--- src/rtl/quad_pulse_gen.sv ---
// Quadrature A/B pulse generator: emits a signed number of Gray-coded edges at a programmable period.
// Define QGEN_INDEX_EN to add a mod-CPR position counter and the Z index output.
module quad_pulse_gen #(
  parameter int CNT_W = 32,
  parameter int DIV_W = 20,
  parameter int CPR   = 1024
) (
  input  logic                    clk,
  input  logic                    reset,
  input  logic                    start,
  input  logic signed [CNT_W-1:0] steps,
  input  logic        [DIV_W-1:0] period,
  input  logic                    abort,
  output logic                    A,
  output logic                    B,
  output logic                    Z,
  output logic                    busy,
  output logic                    done,
  output logic        [CNT_W-1:0] remaining
);

  localparam logic [0:0] ST_IDLE = 1'b0;
  localparam logic [0:0] ST_RUN  = 1'b1;

  localparam logic [CNT_W-1:0] CNT_ONE = CNT_W'(1);
  localparam logic [DIV_W-1:0] DIV_ONE = DIV_W'(1);

  // Two's-complement magnitude; the most negative value maps to 2^(CNT_W-1) unsigned.
  function automatic logic [CNT_W-1:0] magnitude(input logic signed [CNT_W-1:0] v);
    logic [CNT_W-1:0] u;
    u = v;
    return v[CNT_W-1] ? (~u + CNT_ONE) : u;
  endfunction

  function automatic logic [DIV_W-1:0] clamp_period(input logic [DIV_W-1:0] p);
    return (p == '0) ? DIV_ONE : p;
  endfunction

  logic [0:0]       state;
  logic             dir;
  logic [DIV_W-1:0] divider;
  logic [DIV_W-1:0] reload;
  logic             step_fire;
  logic [1:0]       idx;
  logic [1:0]       idx_n;
  logic             a_n;
  logic             b_n;

  // Phase index {A, A^B} counts 0..3 along the forward sequence 00,01,11,10.
  always_comb begin
    idx       = {A, A ^ B};
    step_fire = (state == ST_RUN) && !abort && (divider == '0);
    idx_n     = idx;
    if (step_fire) idx_n = dir ? (idx + 2'd1) : (idx - 2'd1);
    a_n = idx_n[1];
    b_n = idx_n[1] ^ idx_n[0];
  end

  always_ff @(posedge clk or posedge reset) begin
    if (reset) begin
      state     <= ST_IDLE;
      dir       <= 1'b0;
      divider   <= '0;
      reload    <= '0;
      remaining <= '0;
      busy      <= 1'b0;
      done      <= 1'b0;
      A         <= 1'b0;
      B         <= 1'b0;
    end else begin
      done <= 1'b0;
      A    <= a_n;
      B    <= b_n;
      case (state)
        ST_IDLE: begin
          if (start) begin
            if (steps != '0) begin
              dir       <= ~steps[CNT_W-1];
              remaining <= magnitude(steps);
              reload    <= clamp_period(period) - DIV_ONE;
              divider   <= clamp_period(period) - DIV_ONE;
              busy      <= 1'b1;
              state     <= ST_RUN;
            end else begin
              done <= 1'b1;
            end
          end
        end
        default: begin
          if (abort) begin
            state     <= ST_IDLE;
            busy      <= 1'b0;
            remaining <= '0;
          end else if (divider == '0) begin
            remaining <= remaining - CNT_ONE;
            divider   <= reload;
            if (remaining == CNT_ONE) begin
              state <= ST_IDLE;
              busy  <= 1'b0;
              done  <= 1'b1;
            end
          end else begin
            divider <= divider - DIV_ONE;
          end
        end
      endcase
    end
  end

`ifdef QGEN_INDEX_EN
  localparam int POS_W = (CPR > 1) ? $clog2(CPR) : 1;
  localparam logic [POS_W-1:0] POS_MAX = POS_W'(CPR - 1);
  localparam logic [POS_W-1:0] POS_ONE = POS_W'(1);

  logic [POS_W-1:0] pos;
  logic [POS_W-1:0] pos_n;

  always_comb begin
    pos_n = pos;
    if (step_fire) begin
      if (dir) pos_n = (pos == POS_MAX) ? '0 : (pos + POS_ONE);
      else     pos_n = (pos == '0) ? POS_MAX : (pos - POS_ONE);
    end
  end

  always_ff @(posedge clk or posedge reset) begin
    if (reset) begin
      pos <= '0;
      Z   <= 1'b0;
    end else begin
      pos <= pos_n;
      Z   <= (pos_n == '0) && !a_n && !b_n;
    end
  end
`else
  assign Z = 1'b0;
`endif

endmodule
--- config.mk ---
export PLATFORM = sky130hd
export DESIGN_NAME = quad_pulse_gen
export DESIGN_NICKNAME = d
export VERILOG_FILES = /design/src/rtl/quad_pulse_gen.sv
export SDC_FILE = /design/constraint.sdc
export NUM_CORES = 1
export LEC_CHECK = 0
export CAP_MARGIN = 20
export CORE_MARGIN = 1.5
export CORE_UTILIZATION = 30
export CTS_CLUSTER_DIAMETER = 120
export CTS_CLUSTER_SIZE = 24
export DETAILED_ROUTE_END_ITERATION = 10
export GPL_TIMING_DRIVEN = 0
export PLACE_DENSITY = 0.55
export SETUP_SLACK_MARGIN = 0.1
export SYNTH_ARGS = -nofsm -noshare
export SYNTH_HDL_FRONTEND = slang
export SYNTH_SLANG_ARGS = --single-unit
--- constraint.sdc ---
create_clock -name clk -period 3.8 [get_ports clk]
set_clock_uncertainty 0.05 [all_clocks]
set_input_delay 0.76 -clock clk [delete_from_list [all_inputs] [get_ports clk]]
set_output_delay 0.76 -clock clk [all_outputs]
set_load 0.005 [all_outputs]
Yosys cells after proc, flatten, opt, wreduce, memory -nomap -nowiden
Cells that the tools add are included.
{ "word_totals": {"regBits": 78, "elab_cells": 68} }
{ "op_classes": {"addsub": 6, "n_eq_ne": 4, "n_mux": 32, "bitwise": 5, "reduce_logical": 12} }
{ "op_table": {"columns": ["operator", "count"], "rows": [
  ["32-bit two-way mux", 6],
  ["20-bit two-way mux", 6],
  ["20-bit zero test", 2],
  ["20-bit by 1-bit subtractor with 20-bit output (second input constant)", 2],
  ["32-bit by 1-bit adder with 32-bit output (second input constant)", 1],
  ["32-bit by 1-bit == test with 1-bit output (second input constant)", 1],
  ["32-bit NOT", 1],
  ["32-bit nonzero test", 1],
  ["32-bit by 1-bit subtractor with 32-bit output (second input constant)", 1],
  ["1-bit two-way mux", 18],
  ["3-bit AND reduction", 3],
  ["3-bit by 2-bit inequality test with 1-bit output (second input constant)", 2],
  ["2-bit two-way mux", 2],
  ["4-bit AND reduction", 1],
  ["2-bit nonzero test", 2],
  ["2-bit by 1-bit adder with 2-bit output (second input constant)", 1],
  ["1-bit logical AND", 2],
  ["2-bit inequality test (second input constant)", 1],
  ["1-bit NOT", 2],
  ["2-bit by 1-bit subtractor with 2-bit output (second input constant)", 1],
  ["1-bit XOR", 2],
  ["1-bit zero test", 1]
]} }

Logic depth before layout (Yosys ltp)
{ "logic_depth": {"ltp_word": 6, "depth_mapped": 13, "depth_no_buf": 12} }

Least setup slack after synthesis
Ideal clock, no wire load.
{ "synth_timing": {"path_kind": "input -> register", "from": "input port period[3]", "to": "register divider[10]", "setup_time_ns": 0.121, "t_arrival_ns": 3.362, "required_ns": 3.629, "setup_slack_ns": 0.267, "cell_stages": 13, "cell_sequence": "or4_1 > nor3_1 > nand2_1 > nor2_1 > nor2_1 > ha_1 > or4b_2 > or2_2 > clkbuf_1 > or3_1 > xor2_1 > o21ai_0 > o22a_1"} }
{ "synth_via": {"elab_chain_cells": 6} }
{ "synth_lines": {"columns": ["item", "line", "source"], "rows": [
  ["start: declaration", "12", "input logic [DIV_W-1:0] period,"],
  ["20-bit zero test", "36", "return (p == '0) ? DIV_ONE : p;"],
  ["20-bit two-way mux *", "36", null],
  ["20-bit by 1-bit subtractor with 20-bit output *", "81", "divider <= clamp_period(period) - DIV_ONE;"],
  ["20-bit two-way mux *", "77", "if (steps != '0) begin"],
  ["20-bit two-way mux *", "76", "if (start) begin"],
  ["20-bit two-way mux *", "74", "case (state)"],
  ["end signal: assignment", "81", null],
  ["end signal: assignment", "96", "divider <= reload;"],
  ["end signal: assignment", "103", "divider <= divider - DIV_ONE;"],
  ["end: declaration", "41", "logic [DIV_W-1:0] divider;"]
]} }
Mark *: on every way between the ends. The rest lies on a longest branch, timed or not. The select of a mux whose other input is x is not followed.
A chain may end at the register's enable or synchronous reset.

Worst setup path after layout
{ "layout_timing": {"from": "input port period[11]", "to": "register divider[12]"} }
Same word-level chain as after synthesis.

==> results.json <==
{
  "post-route-min-period_ns": 3.65,
  "worstSetupPathType": "in -> reg",
  "initial_core_util_pct": 30.7,
  "viasPerCell": 5.81,
  "fin_util_pct": 40.0,
  "drive_gt1_share_pct": 7.39,
  "num_rows": 49,
  "cts.htree.levels": 3,
  "gr-total-overflow": 0,
  "stdcell_count": 1014,
  "cp.arrival_ns": 3.84,
  "synth_common_cells": "85 x o21ai_0, 78 x dfrtp_1, 67 x nand2_1, 53 x nor2_1",
  "ff2ff_path_depth": 8,
  "crit_path_cell_trace": "clkdlybuf4s50_1 > or4_4 > nor4_4 > nand2_2 > nor2_4 > nor2_1 > ha_1 > or4b_4 > nor3_1 > xnor2_1 > nand3_1 > a221oi_2 > a21oi_1",
  "syn-cell-area_sq_um": 5540,
  "status": "completed",
  "synth-xor-area-share_pct": 8.85,
  "synth_top_cell_area_share_pct": 35.2,
  "synth_ff_type": "dfrtp_1",
  "power.density_nw_per_um2": 493,
  "syn_to_final_growth_pct": 30.2,
  "cts_sinks": 78,
  "irDropWorstVdd_v": 0.000243,
  "worst-path-max-fanout": 5,
  "synthAdderAreaFrac_pct": 1.36,
  "dp_cells": 993,
  "synth_seq_cells": 78,
  "clock_path_buffers": 2,
  "slowest_stage": "or4_4",
  "clk_latency_ns": 0.35,
  "post-route-period-util_pct": 96.1,
  "routedWlPerCell_microns": 20.5,
  "die-width_microns": 139,
  "num_vias": 5892,
  "portBuffers": 90,
  "yosys_warnings": 0,
  "r2r-start": "divider[4]$_DFFE_PP0P_",
  "synth-simple-area-share_pct": 23.4,
  "critical_path.top_delay_family": "simple AND/OR/NAND/NOR gates",
  "synth_edf_count": 0,
  "reg2reg_slack_ns": 0.65,
  "drt-total-wl_microns": 20700,
  "synth_nets": 735,
  "worstHoldStart": "reload[6]$_DFFE_PP0P_",
  "rsz0062_at_grt": "true",
  "synth_compound_area_share_pct": 26.0,
  "grt_antenna_before_repair": 0,
  "min_path_cells": 2,
  "synth_top_cell_by_area": "dfrtp_1",
  "hold_class": "reg -> reg",
  "drtIter0Drc": 558,
  "worst_slew_pin_slew_ns": 0.899,
  "ys_types": 63,
  "drv_slew": 0,
  "fp.coreArea_sq_um": 18000,
  "synth_area_leaders": "dfrtp_1 35%, o21ai_0 7.7%, xor2_1 5.4%",
  "num_io_pins": 93,
  "avgSynthCellArea_sq_um": 8.23,
  "synth_top_family_by_area": "compound AO/OA/AOI/OAI gates",
  "cts_tree": "done",
  "critPathRequiredTime_ns": 3.99,
  "hold_buffers": 0,
  "leakagePower_nw": 2.65,
  "cp-startpoint": "period[11]",
  "cp-end-kind": "flop",
  "maxSlewHeadroom_pct": 39.9,
  "path_buf_inv": 1,
  "first_pass_iters": 8,
  "place_ws_ns": -1.22,
  "cpPeakStageDelay_ns": 0.60,
  "synth_most_common_cell": "o21ai_0",
  "power.total_mw": 3.56,
  "dp_hpwl_microns": 14900,
  "setup_viol": 0,
  "grt_pass1_wl_microns": 31900,
  "fmaxAchievable_mhz": 274,
  "cp-start-kind": "input pin",
  "cts.clk_slew.worst_paths_ns": 0.07,
  "grt_max_degree": 65,
  "die_y_microns": 139,
  "dieArea_sq_um": 19300,
  "finalHoldViolCount": 0,
  "grt_use_total_pct": 21.3,
  "drc_errors": 0,
  "min_to": "reload[6]$_DFFE_PP0P_",
  "clockRootBuffer": "clkbuf_16",
  "fin_ws_ns": 0.146,
  "synthArstFlopShare_pct": 100,
  "place.gp.congestion": 0.876,
  "ys_seq_area_share_pct": 35.2,
  "synthCells": 673,
  "ant_nets": 0,
  "rr_endpoint": "remaining[18]$_DFFE_PP0P_",
  "grt_pass1_vias": 5500,
  "nets": 842,
  "insertedDiodeCount": 0,
  "drv_cap": 0,
  "muxShareOfSynthArea_pct": 1.67,
  "cts-buffers-inserted": 9
}
==> flip-flops by register name (all words and copies together), names as in the netlist <==
name,flops
done,1
A,1
reload,20
remaining,32
busy,1
dir,1
state,1
B,1
divider,20
==> report_power, final <==
group | leakage (nW) | switching, mW | internal (mW) | total [mW]
sequential | 0.955 | 0.272 | 1.05 | 1.32
clock | 0.162 | 0.377 | 0.612 | 0.989
combinational | 1.54 | 0.663 | 0.585 | 1.25
==> tightest hold or removal path: cells and delay by family (launching register included) <==
kind,cells,cell delay [ns]
flip-flops,1,0.34
AO/OA/AOI/OAI,1,0.06
AND/OR/NAND/NOR,1,0.04
==> layer usage <==
metal / vias to the layer above / GRT usage [%] / routed length [microns]
li1: 2752 / - / -
met1: 2871 / 31.0 / 9600
met2: 232 / 32.2 / 9210
met3: 37 / 3.45 / 1480
met4: 0 / 6.74 / 453
met5: - / 0 / 0
==> final cells by class <==
type	instances	area, sq um
Buffer	35	143
Clock buffer	11	253
Clock inverter	5	81.3
Fill cell	1869	10800
Inverter	12	47.5
Multi-Input combinational cell	547	3480
Sequential cell	78	1950
Tap cell	229	287
Timing Repair Buffer	97	968
==> through the flow <==
step	cell area, sq um	hold slack [ns]	setup TNS, ns
final	7210	0.431	0
after global routing	7210	0.457	0
after CTS	7150	0.433	0
after detailed placement	6760	0.419	-20.58
after global placement	6730	0.409	-60.38
after floorplan	5540	0.393	0
==> how the worst max path moves through the flow <==
stage                                   end  slack [ns]  cells after the start
global placement    divider[10]$_DFFE_PP0P_       -1.23                     14
floorplan           divider[10]$_DFFE_PP0P_        0.27                     13
CTS                 divider[12]$_DFFE_PP0P_        0.10                     13
detailed placement  divider[10]$_DFFE_PP0P_       -1.22                     14
global route        divider[12]$_DFFE_PP0P_        0.08                     13
finish              divider[12]$_DFFE_PP0P_        0.15                     13
==> cells by family after synthesis <==
kind of cell,count (synthesis)
compound gates,220
xor+xnor,56
fa+ha+maj,6
buf+inv,48
flops,78
mux,9
other cells,1
simple gates,255
==> layout by cell type (no fill, tap or decap), types with 4 or more instances in the layout <==
master,netlist,final
or4_4,3,5
buf_2,6,6
nor4_1,21,20
clkdlybuf4s50_1,0,88
nand2b_1,4,4
or4_1,10,8
nand2_1,67,66
o31ai_1,12,12
o32ai_1,8,8
xor2_1,34,33
o21ai_0,85,85
o22a_1,6,6
o211ai_1,8,8
o21a_1,4,4
ha_1,6,6
a31oi_1,6,6
dfrtp_1,78,78
nand4_1,7,7
nand3_1,16,16
or3_1,15,14
inv_1,12,11
xnor2_1,22,22
o22ai_1,7,7
clkbuf_1,29,27
nor2_1,53,52
buf_4,1,6
mux2i_1,7,7
clkbuf_16,0,9
a22o_1,14,14
a21oi_1,30,30
nor3_1,34,33
o41ai_1,10,10
==> repair_timing <==
| action | CTS | global route |
|---|---|---|
| endpoints found under the setup margin | 30 | 16 |
| pin swaps | 3 | 6 |
| buffers inserted | 1 | 4 |
| gates resized for setup | 14 | 5 |
Note: power is estimated with default switching activity, not from simulation.
